<file path="src/rtl/battleship_pkg.sv">
// Shared battleship definitions: cell codes, grid geometry and the cell classifier
// used by both the cell-memory writer and the grid scanner.
package battleship_pkg;

    localparam int GRID_DIM   = 8;
    localparam int GRID_CELLS = GRID_DIM * GRID_DIM;
    localparam int ADDR_W     = 6;
    localparam int COUNT_W    = 7;

    typedef enum logic [3:0] {
        CELL_EMPTY        = 4'd0,
        CELL_PREVIEW      = 4'd1,
        CELL_SHIP         = 4'd2,
        CELL_SHIP_PREVIEW = 4'd3,
        CELL_INVALID      = 4'd4,
        CELL_HIT          = 4'd5,
        CELL_MISS         = 4'd6
    } cell_e;

    typedef struct packed {
        logic is_ship;
        logic is_hit;
        logic is_miss;
    } cell_class_t;

    typedef enum logic [1:0] {
        ST_IDLE,
        ST_SCAN,
        ST_DRAIN
    } scan_state_e;

    // Codes 0, 1, 4 and 7-15 belong to no class.
    function automatic cell_class_t classify_cell(input logic [3:0] code);
        cell_class_t c;
        c = '0;
        case (code)
            CELL_SHIP, CELL_SHIP_PREVIEW: c.is_ship = 1'b1;
            CELL_HIT:                     c.is_hit  = 1'b1;
            CELL_MISS:                    c.is_miss = 1'b1;
            default:                      c = '0;
        endcase
        return c;
    endfunction

endpackage

</file>
<file path="src/rtl/grid_scanner_if.sv">
// Request, memory read port and fleet-total bundle of the grid scanner.
interface grid_scanner_if;

    logic       start;
    logic [2:0] rd_x;
    logic [2:0] rd_y;
    logic [3:0] rd_data;
    logic       busy;
    logic       done;
    logic [6:0] ship_cells;
    logic [6:0] hit_cells;
    logic [6:0] miss_cells;
    logic       placement_full;
    logic       fleet_sunk;

    modport master (
        input  start, rd_data,
        output rd_x, rd_y, busy, done,
        output ship_cells, hit_cells, miss_cells, placement_full, fleet_sunk
    );

    modport slave (
        output start, rd_data,
        input  rd_x, rd_y, busy, done,
        input  ship_cells, hit_cells, miss_cells, placement_full, fleet_sunk
    );

endinterface

</file>
<file path="src/rtl/grid_scanner.sv">
// Walks all 64 cells of the battleship memory through its read port and publishes
// ship/hit/miss totals once per complete scan.
module grid_scanner
    import battleship_pkg::*;
#(
    parameter int RD_LATENCY       = 1,
    parameter int TOTAL_SHIP_CELLS = 9,
    parameter int AUTO_RESCAN      = 0
) (
    input  logic           clk_in,
    input  logic           rst_n_in,
    grid_scanner_if.master bus
);

    scan_state_e               state_q, state_d;
    logic [ADDR_W-1:0]         addr_q;
    logic [ADDR_W-1:0]         rx_cnt_q;
    logic [RD_LATENCY-1:0]     vld_q, vld_d;
    logic [COUNT_W-1:0]        acc_ship_q, acc_hit_q, acc_miss_q;
    logic [COUNT_W-1:0]        acc_ship_d, acc_hit_d, acc_miss_d;
    logic [COUNT_W-1:0]        ship_q, hit_q, miss_q;
    logic                      busy_q, done_q, full_q, sunk_q;
    logic                      accept, issue, rx_tail, last_rx;
    cell_class_t               cls;

    // NOTE: every signal assigned here gets a default first, so no path leaves one unassigned and no latch is inferred.
    always_comb begin
        state_d = state_q;
        accept  = 1'b0;
        issue   = 1'b0;
        rx_tail = vld_q[RD_LATENCY-1];
        last_rx = rx_tail && (rx_cnt_q == ADDR_W'(GRID_CELLS - 1));
        case (state_q)
            ST_IDLE: begin
                if (bus.start || (AUTO_RESCAN != 0)) begin
                    state_d = ST_SCAN;
                    accept  = 1'b1;
                end
            end
            ST_SCAN: begin
                issue = 1'b1;
                if (addr_q == ADDR_W'(GRID_CELLS - 1)) state_d = ST_DRAIN;
            end
            ST_DRAIN: begin
                if (last_rx) state_d = ST_IDLE;
            end
            default: state_d = ST_IDLE;
        endcase
    end

    // The tail of the valid shift register marks the cycle rd_data belongs to this scan.
    always_comb begin
        vld_d      = RD_LATENCY'({vld_q, issue});
        cls        = classify_cell(bus.rd_data);
        acc_ship_d = acc_ship_q + COUNT_W'(rx_tail & cls.is_ship);
        acc_hit_d  = acc_hit_q  + COUNT_W'(rx_tail & cls.is_hit);
        acc_miss_d = acc_miss_q + COUNT_W'(rx_tail & cls.is_miss);
    end

    // NOTE: sequential state uses non-blocking assignments so every register samples pre-edge values.
    always_ff @(posedge clk_in or negedge rst_n_in) begin
        if (!rst_n_in) state_q <= ST_IDLE;
        else           state_q <= state_d;
    end

    always_ff @(posedge clk_in or negedge rst_n_in) begin
        if (!rst_n_in) begin
            addr_q     <= '0;
            rx_cnt_q   <= '0;
            vld_q      <= '0;
            acc_ship_q <= '0;
            acc_hit_q  <= '0;
            acc_miss_q <= '0;
            ship_q     <= '0;
            hit_q      <= '0;
            miss_q     <= '0;
            busy_q     <= 1'b0;
            done_q     <= 1'b0;
            full_q     <= 1'b0;
            sunk_q     <= 1'b0;
        end else begin
            vld_q  <= vld_d;
            done_q <= last_rx;
            if (accept) begin
                addr_q     <= '0;
                rx_cnt_q   <= '0;
                acc_ship_q <= '0;
                acc_hit_q  <= '0;
                acc_miss_q <= '0;
                busy_q     <= 1'b1;
            end else begin
                if (issue) addr_q <= addr_q + 1'b1;
                if (rx_tail) begin
                    rx_cnt_q   <= rx_cnt_q + 1'b1;
                    acc_ship_q <= acc_ship_d;
                    acc_hit_q  <= acc_hit_d;
                    acc_miss_q <= acc_miss_d;
                end
            end
            // Totals move only here, so a scan in flight never exposes partial counts.
            if (last_rx) begin
                ship_q <= acc_ship_d;
                hit_q  <= acc_hit_d;
                miss_q <= acc_miss_d;
                full_q <= (acc_ship_d == COUNT_W'(TOTAL_SHIP_CELLS));
                sunk_q <= (acc_ship_d == '0) && (acc_hit_d != '0);
                busy_q <= 1'b0;
            end
        end
    end

    // The address wraps to 0 after cell 63, so rd_x/rd_y rest at 0 outside SCAN.
    assign bus.rd_x           = addr_q[2:0];
    assign bus.rd_y           = addr_q[5:3];
    assign bus.busy           = busy_q;
    assign bus.done           = done_q;
    assign bus.ship_cells     = ship_q;
    assign bus.hit_cells      = hit_q;
    assign bus.miss_cells     = miss_q;
    assign bus.placement_full = full_q;
    assign bus.fleet_sunk     = sunk_q;

endmodule
</file>
<file path="src/flat_wrapper.sv">
// flat-port wrapper written by rule: the top's interface ports become plain ports
module grid_scanner_flat import battleship_pkg::*;
#(
    parameter int RD_LATENCY       = 1,
    parameter int TOTAL_SHIP_CELLS = 9,
    parameter int AUTO_RESCAN      = 0
)
  (clk_in, rst_n_in, bus_start, bus_rd_data, bus_rd_x, bus_rd_y, bus_busy, bus_done, bus_ship_cells, bus_hit_cells, bus_miss_cells, bus_placement_full, bus_fleet_sunk);
  grid_scanner_if bus_i ();
  input  logic clk_in;
  input  logic rst_n_in;
  input wire logic [$bits(bus_i.start)-1:0] bus_start;
  input wire logic [$bits(bus_i.rd_data)-1:0] bus_rd_data;
  output wire logic [$bits(bus_i.rd_x)-1:0] bus_rd_x;
  output wire logic [$bits(bus_i.rd_y)-1:0] bus_rd_y;
  output wire logic [$bits(bus_i.busy)-1:0] bus_busy;
  output wire logic [$bits(bus_i.done)-1:0] bus_done;
  output wire logic [$bits(bus_i.ship_cells)-1:0] bus_ship_cells;
  output wire logic [$bits(bus_i.hit_cells)-1:0] bus_hit_cells;
  output wire logic [$bits(bus_i.miss_cells)-1:0] bus_miss_cells;
  output wire logic [$bits(bus_i.placement_full)-1:0] bus_placement_full;
  output wire logic [$bits(bus_i.fleet_sunk)-1:0] bus_fleet_sunk;
  assign bus_i.start = bus_start;
  assign bus_i.rd_data = bus_rd_data;
  assign bus_rd_x = bus_i.rd_x;
  assign bus_rd_y = bus_i.rd_y;
  assign bus_busy = bus_i.busy;
  assign bus_done = bus_i.done;
  assign bus_ship_cells = bus_i.ship_cells;
  assign bus_hit_cells = bus_i.hit_cells;
  assign bus_miss_cells = bus_i.miss_cells;
  assign bus_placement_full = bus_i.placement_full;
  assign bus_fleet_sunk = bus_i.fleet_sunk;
  grid_scanner #(.RD_LATENCY(RD_LATENCY), .TOTAL_SHIP_CELLS(TOTAL_SHIP_CELLS), .AUTO_RESCAN(AUTO_RESCAN)) u_core (.clk_in(clk_in), .rst_n_in(rst_n_in), .bus(bus_i));
endmodule
</file>
<file path="config.mk">
export PLATFORM = sky130hd
export DESIGN_NAME = grid_scanner_flat
export DESIGN_NICKNAME = d
export VERILOG_FILES = /design/src/rtl/battleship_pkg.sv /design/src/rtl/grid_scanner_if.sv /design/src/rtl/grid_scanner.sv /design/src/flat_wrapper.sv
export SDC_FILE = /design/constraint.sdc
export NUM_CORES = 1
export LEC_CHECK = 0
export ABC_AREA = 1
export BUFFER_PORTS_ARGS = -buffer_cell sky130_fd_sc_hd__buf_2
export CAP_MARGIN = 20
export CORE_UTILIZATION = 57
export CTS_CLUSTER_DIAMETER = 120
export CTS_CLUSTER_SIZE = 10
export DETAILED_ROUTE_END_ITERATION = 16
export PLACE_DENSITY = 0.79
export SLEW_MARGIN = 20
export SYNTH_ARGS = -nofsm -noshare
export SYNTH_HDL_FRONTEND = slang
export SYNTH_SLANG_ARGS = --single-unit
export TNS_END_PERCENT = 50
</file>
<file path="constraint.sdc">
create_clock -name clk_in -period 2.2 [get_ports clk_in]
set_clock_uncertainty 0.15 [all_clocks]
set_input_delay 0.33 -clock clk_in [delete_from_list [all_inputs] [get_ports clk_in]]
set_output_delay 0.33 -clock clk_in [all_outputs]
set_load 0.05 [all_outputs]
</file>
==> results of run 1 <==
-- layout by cell type, fill, tap and decap left out --
cell	n
clkbuf_8	12
buf_2	37
nor3_1	6
nand4_1	2
a22o_1	1
o21a_1	1
nor3_2	2
nand2_1	103
o21ai_1	2
o21ai_0	16
clkbuf_1	2
nand3_2	1
o21ai_2	10
ha_1	6
o31ai_1	1
nor2_1	19
nand3_1	26
buf_4	14
buf_12	1
nor2_2	3
ha_2	2
nor3b_1	1
or2_2	1
o22ai_1	10
clkinv_2	1
nor2_4	1
a21oi_1	4
nand2_2	2
inv_1	37
xor2_1	7
dfrtp_1	61
dlygate4sd3_1	1
inv_2	2
-- kinds of logic after synthesis --
family / after synthesis / synth area share
compound gates: 45 / 0.09836
xor+xnor: 7 / 0.02123
fa+ha+maj: 8 / 0.03466
buf+inv: 48 / 0.07322
flops: 61 / 0.5286
simple gates: 167 / 0.2439
-- report_power, final --
part / switching [W] / internal, W
clock: 0.000415 / 0.000494
combinational: 0.0000271 / 0.0000101
sequential: 0 / 0.00112
total: 0.000442 / 0.00163
-- cell type report --
cell class | instances | area [um^2]
timing repair buffer | 53 | 320.3
multi-input combinational | 227 | 1167
tap | 67 | 83.83
fill | 386 | 1364
clock inverter | 1 | 5.005
inverter | 39 | 146.4
clock buffer | 14 | 172.7
sequential | 61 | 1526
-- routing by layer --
metal / up-vias / GRT usage / wire length, um
li1: 1184 / - / -
met1: 1179 / 0.3416 / 2784
met2: 83 / 0.4290 / 3091
met3: 18 / 0.08011 / 294
met4: 0 / 0.1089 / 128
met5: - / 0 / 0
-- timing repair --
item | in CTS | in global routing
resized for setup | 0 | 6
hold buffers | 1 | 0
endpoints found under the setup margin | 0 | 7
endpoints found under the hold margin | 22 | 0
buffers inserted | 0 | 0
-- how the worst max path moves through the flow --
stage                                  to  cells past startpoint           start
finish              u_core.bus.fleet_sunk                     12  u_core.rx_tail
global route        u_core.bus.fleet_sunk                     12  u_core.rx_tail
floorplan           u_core.bus.fleet_sunk                     12  u_core.rx_tail
detailed placement  u_core.bus.fleet_sunk                     15  bus_rd_data[3]
CTS                 u_core.bus.fleet_sunk                     13  u_core.rx_tail
global placement    u_core.bus.fleet_sunk                     15  bus_rd_data[3]
-- stage by stage --
| step | util | power, W | instances | hold slack, ps | worst slack [ps] |
|---|---|---|---|---|---|
| after floorplan | - | 0.001144 | 336 | -115.6 | 322.7 |
| after global placement | 0.6722 | 0.001178 | 446 | 205.7 | 57.00 |
| after detailed placement | 0.6722 | 0.001179 | 446 | 212.4 | -32.38 |
| after CTS | 0.7114 | 0.002084 | 462 | 209.9 | 43.32 |
| after global routing | 0.7150 | 0.002146 | 462 | 248.1 | -44.52 |
| final | 0.7150 | 0.002068 | 462 | 218.0 | 155.7 |
-- critical path, cell delays in order (launching register included) --
cell	delay, ps
dfrtp_1	360
nand2_1	70
nor3_2	210
ha_2	270
ha_2	280
inv_1	100
nand2_1	60
nor2_1	90
nand2_1	60
nor2_1	100
nand3_1	70
nand3_1	70
nand2_1	40
-- sequential cells by signal, indices dropped and copies added (netlist names) --
| register | flops |
|---|---|
| u_core.bus.done | 1 |
| u_core.acc_miss_q | 7 |
| u_core.bus.fleet_sunk | 1 |
| u_core.rx_cnt_q | 6 |
| u_core.bus.ship_cells | 7 |
| u_core.bus.placement_full | 1 |
| u_core.acc_ship_q | 7 |
| u_core.bus.miss_cells | 7 |
| u_core.addr_q | 6 |
| u_core.state_q | 2 |
| u_core.rx_tail | 1 |
| u_core.bus.hit_cells | 7 |
| u_core.bus.busy | 1 |
| u_core.acc_hit_q | 7 |
==> flow_summary.json, run 1 <==
{
  "outcome": "finished, final reports clean",
  "worstPathArrival_ps": 2130,
  "core_area_um2": 4786,
  "nNetsFinal": 406,
  "max_cap_viol_count": 0,
  "synth_nets": 351,
  "syn_to_final_growth_pct": 18.50,
  "h-tree-depth": 3,
  "fin_crit_ps": 2044,
  "hold_path.class": "primary input to register",
  "final_worst_path_period_share": 0.9292,
  "final_hpwl_from_detailed_placement_mm": 4.426,
  "relSlewSlack": 0.6026,
  "timing.critical_path.to_type": "register",
  "synth_async_sr_flop_share": 1.000,
  "synth_area_leaders": "dfrtp_1 (53%), nand2_1 (13%), inv_1 (4.9%), nand3_1 (4.5%), ha_1 (3.5%)",
  "synth_enable_flop_cells": 0,
  "yosys_register_bits": 61,
  "synth_most_common_cell": "nand2_1",
  "crit-reg2reg-launch": "u_core.rx_tail",
  "synth_area_per_cell_um2": 8.595,
  "netlist.area_leader.share": 0.5286,
  "post_dp_cell_area_um2": 3217,
  "max_freq_mhz": 489.2,
  "hold_path_end": "u_core.rx_cnt_q[2]",
  "clock_sinks": 61,
  "port_buffers": 37,
  "pin_count": 38,
  "timing.reg2reg.setup_slack_ps": 160,
  "routabilityCongestion": 0.8755,
  "antenna_found_initial": 0,
  "detail_route.drc_violations": 0,
  "synthTopCellsByCount": "nand2_1 (103), dfrtp_1 (61), inv_1 (38)",
  "insertedDiodeCount": 0,
  "grt_use_total": 0.2684,
  "setup_tns_ps": 0,
  "wire_length_of_the_first_global_routing_pass_mm": 10.66,
  "worst-path-max-fanout": 5,
  "reg2reg_to": "u_core.bus.fleet_sunk",
  "cts-root-to-sink-buffers": 2,
  "final_area_um2": 3422,
  "cts.clk_slew.worst_paths_ps": 70,
  "crit_required_ps": 2280,
  "timing_max_transition_violations_final": 0,
  "routed_wire_length_per_instance_um": 13.63,
  "via_per_inst": 5.333,
  "tritoncts": "yes",
  "synthDominantAreaCellType": "dfrtp_1",
  "detailedRoute.firstIterationViolations": 213,
  "clk_latency_ps": 340,
  "r2r.worst_path.cells": 12,
  "final_antenna_net_count": 0,
  "area_enclosed_by_the_die_boundary_um2": 5355,
  "synth-main-ff-cell": "dfrtp_1",
  "setup_viols_final": 0,
  "power_per_cell_area_nw_per_um2": 604.4,
  "tightest_slew_ps": 596.1,
  "grt_start_max_net_pins": 31,
  "drt_wl_total_mm": 6.298,
  "postSynthCellCount": 336,
  "yosysWarnings": 0,
  "rsz0062_at_grt": "yes",
  "synth.lib_cells_used.distinct": 28,
  "clockRootBuffer": "clkbuf_8",
  "detail_route.first_pass.iterations": 5,
  "cp-start-kind": "register",
  "hold-path-cell-count": 4,
  "p_leak_nw": 1.746,
  "timing_worst_setup_path_type": "register to register",
  "via_count_of_the_first_global_routing_pass": 2352,
  "synth.cell_area_um2": 2888,
  "cts-buffers-inserted": 9,
  "peakVddDrop_mv": 0.3448,
  "via_count": 2464,
  "grt_overflow": 0,
  "synth-seq-area-share": 0.5286,
  "hold_start": "bus_start",
  "drive_above_1_share": 0.2253,
  "finalHoldViolCount": 0,
  "dieWidth_um": 73.18,
  "die_height_um": 73.18,
  "num_rows": 25,
  "initial_core_utilization": 0.6034
}
No activity file was read; power rests on OpenSTA's default activity.
==> run 2, diff against run 1 <==
--- a/config.mk
+++ b/config.mk
@@ -6,13 +6,14 @@
 export NUM_CORES = 1
 export LEC_CHECK = 0
 export ABC_AREA = 1
-export BUFFER_PORTS_ARGS = -buffer_cell sky130_fd_sc_hd__buf_2
+export BUFFER_PORTS_ARGS = -buffer_cell sky130_fd_sc_hd__buf_4
 export CAP_MARGIN = 20
-export CORE_UTILIZATION = 57
+export CORE_UTILIZATION = 59
+export CTS_BUF_LIST = sky130_fd_sc_hd__clkbuf_2
 export CTS_CLUSTER_DIAMETER = 120
 export CTS_CLUSTER_SIZE = 10
 export DETAILED_ROUTE_END_ITERATION = 16
-export PLACE_DENSITY = 0.79
+export PLACE_DENSITY = 0.81
 export SLEW_MARGIN = 20
 export SYNTH_ARGS = -nofsm -noshare
 export SYNTH_HDL_FRONTEND = slang
==> run 2 against run 1 <==
  * Sequential share of layout area grew 0.44 points
  * Setup slack improved by 44 ps
  * Highest routed layer unchanged
  * Clock-buffer cell count decreased by 4
  * Combinational power is 12% lower
  * First-iteration DRC count decreased by 8.9%
  * Critical path type unchanged
  * Largest cell class unchanged
  * Maximum frequency grew 2.2%
==> flow_summary.json, run 2 (synthesis gave the netlist of run 1 again) <==
{
  "outcome": "finished, final reports clean",
  "timing.critical_path.to_type": "register",
  "drive_above_1_share": 0.2072,
  "area_enclosed_by_the_die_boundary_um2": 5178,
  "wl_met1_mm": 2.621,
  "relSlewSlack": 0.4994,
  "port_buffers": 37,
  "timing.critical_path.slowest_stage_cell": "dfrtp_1",
  "hold-path-cell-count": 3,
  "routed_wire_length_per_instance_um": 12.84,
  "grt_start_max_net_pins": 62,
  "hold_path.class": "primary input to register",
  "via_count_of_the_first_global_routing_pass": 2254,
  "clockRootBuffer": "clkbuf_2",
  "clk_latency_ps": 470,
  "timing_worst_setup_path_type": "register to register",
  "wl_met2_mm": 2.875,
  "dieWidth_um": 71.96,
  "grt_use_total": 0.2508,
  "drt_wl_total_mm": 5.883,
  "final_antenna_net_count": 0,
  "detail_route.drc_violations": 0,
  "die_height_um": 71.96,
  "nNetsFinal": 403,
  "mostFrequentLayoutCells": "nand2_1 (103), dfrtp_1 (61), buf_4 (49)",
  "timing_max_transition_violations_final": 0,
  "r2r.worst_path.cells": 13,
  "detailedRoute.firstIterationViolations": 194,
  "max_cap_viol_count": 0,
  "syn_to_final_growth_pct": 17.33,
  "timing.reg2reg.setup_slack_ps": 200,
  "cts-buffers-inserted": 9,
  "via_count": 2355,
  "worstPathArrival_ps": 2230,
  "detail_route.first_pass.iterations": 4,
  "p_leak_nw": 1.755,
  "via_per_inst": 5.142,
  "hold_path_end": "u_core.state_q[1]",
  "wl_met3_um": 235,
  "core_area_um2": 4723,
  "hold_start": "bus_start",
  "worst-path-max-fanout": 5,
  "most_common_library_cell_in_the_layout_ignoring_fill_and_taps": "nand2_1",
  "clock_sinks": 61,
  "crit-reg2reg-launch": "u_core.rx_tail",
  "num_rows": 25,
  "crit_required_ps": 2430,
  "h-tree-depth": 3,
  "cpMostUsedCell": "nand2_1",
  "reg2reg_to": "u_core.bus.fleet_sunk",
  "top_signal_layer_used": "met4",
  "routabilityCongestion": 0.8626,
  "peakVddDrop_mv": 0.3856,
  "cts.clk_slew.worst_paths_ps": 150,
  "final_worst_path_period_share": 0.9090,
  "tritoncts": "yes",
  "power_per_cell_area_nw_per_um2": 520.5,
  "antenna_found_initial": 0,
  "cp-start-kind": "register",
  "setup_viols_final": 0,
  "wire_length_of_the_first_global_routing_pass_mm": 9.804,
  "rsz0062_at_grt": "no",
  "setup_tns_ps": 0,
  "setup_slack_ps": 200.2,
  "cts_post_setup_buffers_inserted": 0,
  "insertedDiodeCount": 0,
  "max_freq_mhz": 500.0,
  "final_hpwl_from_detailed_placement_mm": 4.274,
  "dp_slack_ps": 51.55,
  "initial_core_utilization": 0.6114,
  "fin_crit_ps": 2000,
  "cp_cell_sequence": "nand2_1 -> nor3_2 -> ha_1 -> ha_1 -> inv_1 -> nand2_1 -> nand2_1 -> nor2_1 -> nand2_1 -> nor2_1 -> nand3_1 -> nand3_1 -> nand2_1",
  "critical_path.max_stage_delay_ps": 420,
  "pin_count": 38,
  "cts-root-to-sink-buffers": 2,
  "grt_overflow": 0,
  "finalHoldViolCount": 0,
  "tightest_slew_ps": 750.9
}
==> run 2: where the power goes <==
| group | internal (W) | switching [W] |
|---|---|---|
| clock network | 0.000245 | 0.000364 |
| logic | 0.00000842 | 0.0000243 |
| registers | 0.00112 | 0 |
==> run 2: repair_timing <==
| item | in CTS | in global routing |
|---|---|---|
| setup endpoints to repair | 0 | 2 |
| endpoints found under the hold margin | 61 | 0 |
| gates resized for setup | 0 | 3 |
| hold buffers | 1 | 0 |
==> run 2: worst max-delay path by stage <==
stage / startpoint / endpoint / slack (ps) / depth (start not counted)
2_1_floorplan: u_core.rx_tail / u_core.bus.fleet_sunk / 320 / 12
3_3_place_gp: bus_rd_data[3] / u_core.bus.fleet_sunk / 130 / 15
3_5_place_dp: bus_rd_data[3] / u_core.bus.fleet_sunk / 50 / 15
4_1_cts: u_core.rx_tail / u_core.bus.fleet_sunk / 100 / 13
5_1_grt: u_core.rx_tail / u_core.bus.placement_full / 5 / 12
6_report: u_core.rx_tail / u_core.bus.fleet_sunk / 200 / 13
==> run 2: layer usage <==
metal  GRT usage  vias to the layer above
met5           0                        -
li1            -                     1183
met2      0.4151                       55
met4      0.1373                        0
met3     0.04444                       17
met1      0.3154                     1100
==> run 2: per-stage QoR <==
stage | power (W) | std cells | cell area (um^2) | hold slack, ps | util
floorplan | 0.001144 | 336 | 2888 | -115.6 | -
global placement | 0.001175 | 443 | 3274 | 299.1 | 0.6932
detailed placement | 0.001175 | 443 | 3274 | 297.7 | 0.6932
CTS | 0.001774 | 458 | 3376 | 59.49 | 0.7147
global route | 0.001822 | 458 | 3388 | 80.99 | 0.7174
finish | 0.001764 | 458 | 3388 | 66.72 | 0.7174
==> run 2: final cells by class <==
cell class | instances | area [um^2]
clock buffers | 10 | 50.05
fillers | 384 | 1335
clock inverters | 4 | 41.29
multi-input cells | 227 | 1162
flip-flops and latches | 61 | 1526
repair buffers | 50 | 377.9
inverters | 39 | 146.4
well taps | 67 | 83.83
==> run 2: worst max-delay path: cells and delay by family, from the launching register on <==
kind,cells,cell delay [ps]
flip-flops,1,420
AND/OR/NAND/NOR,10,850
buffers and inverters,1,60
adder cells (fa/ha/maj),2,440
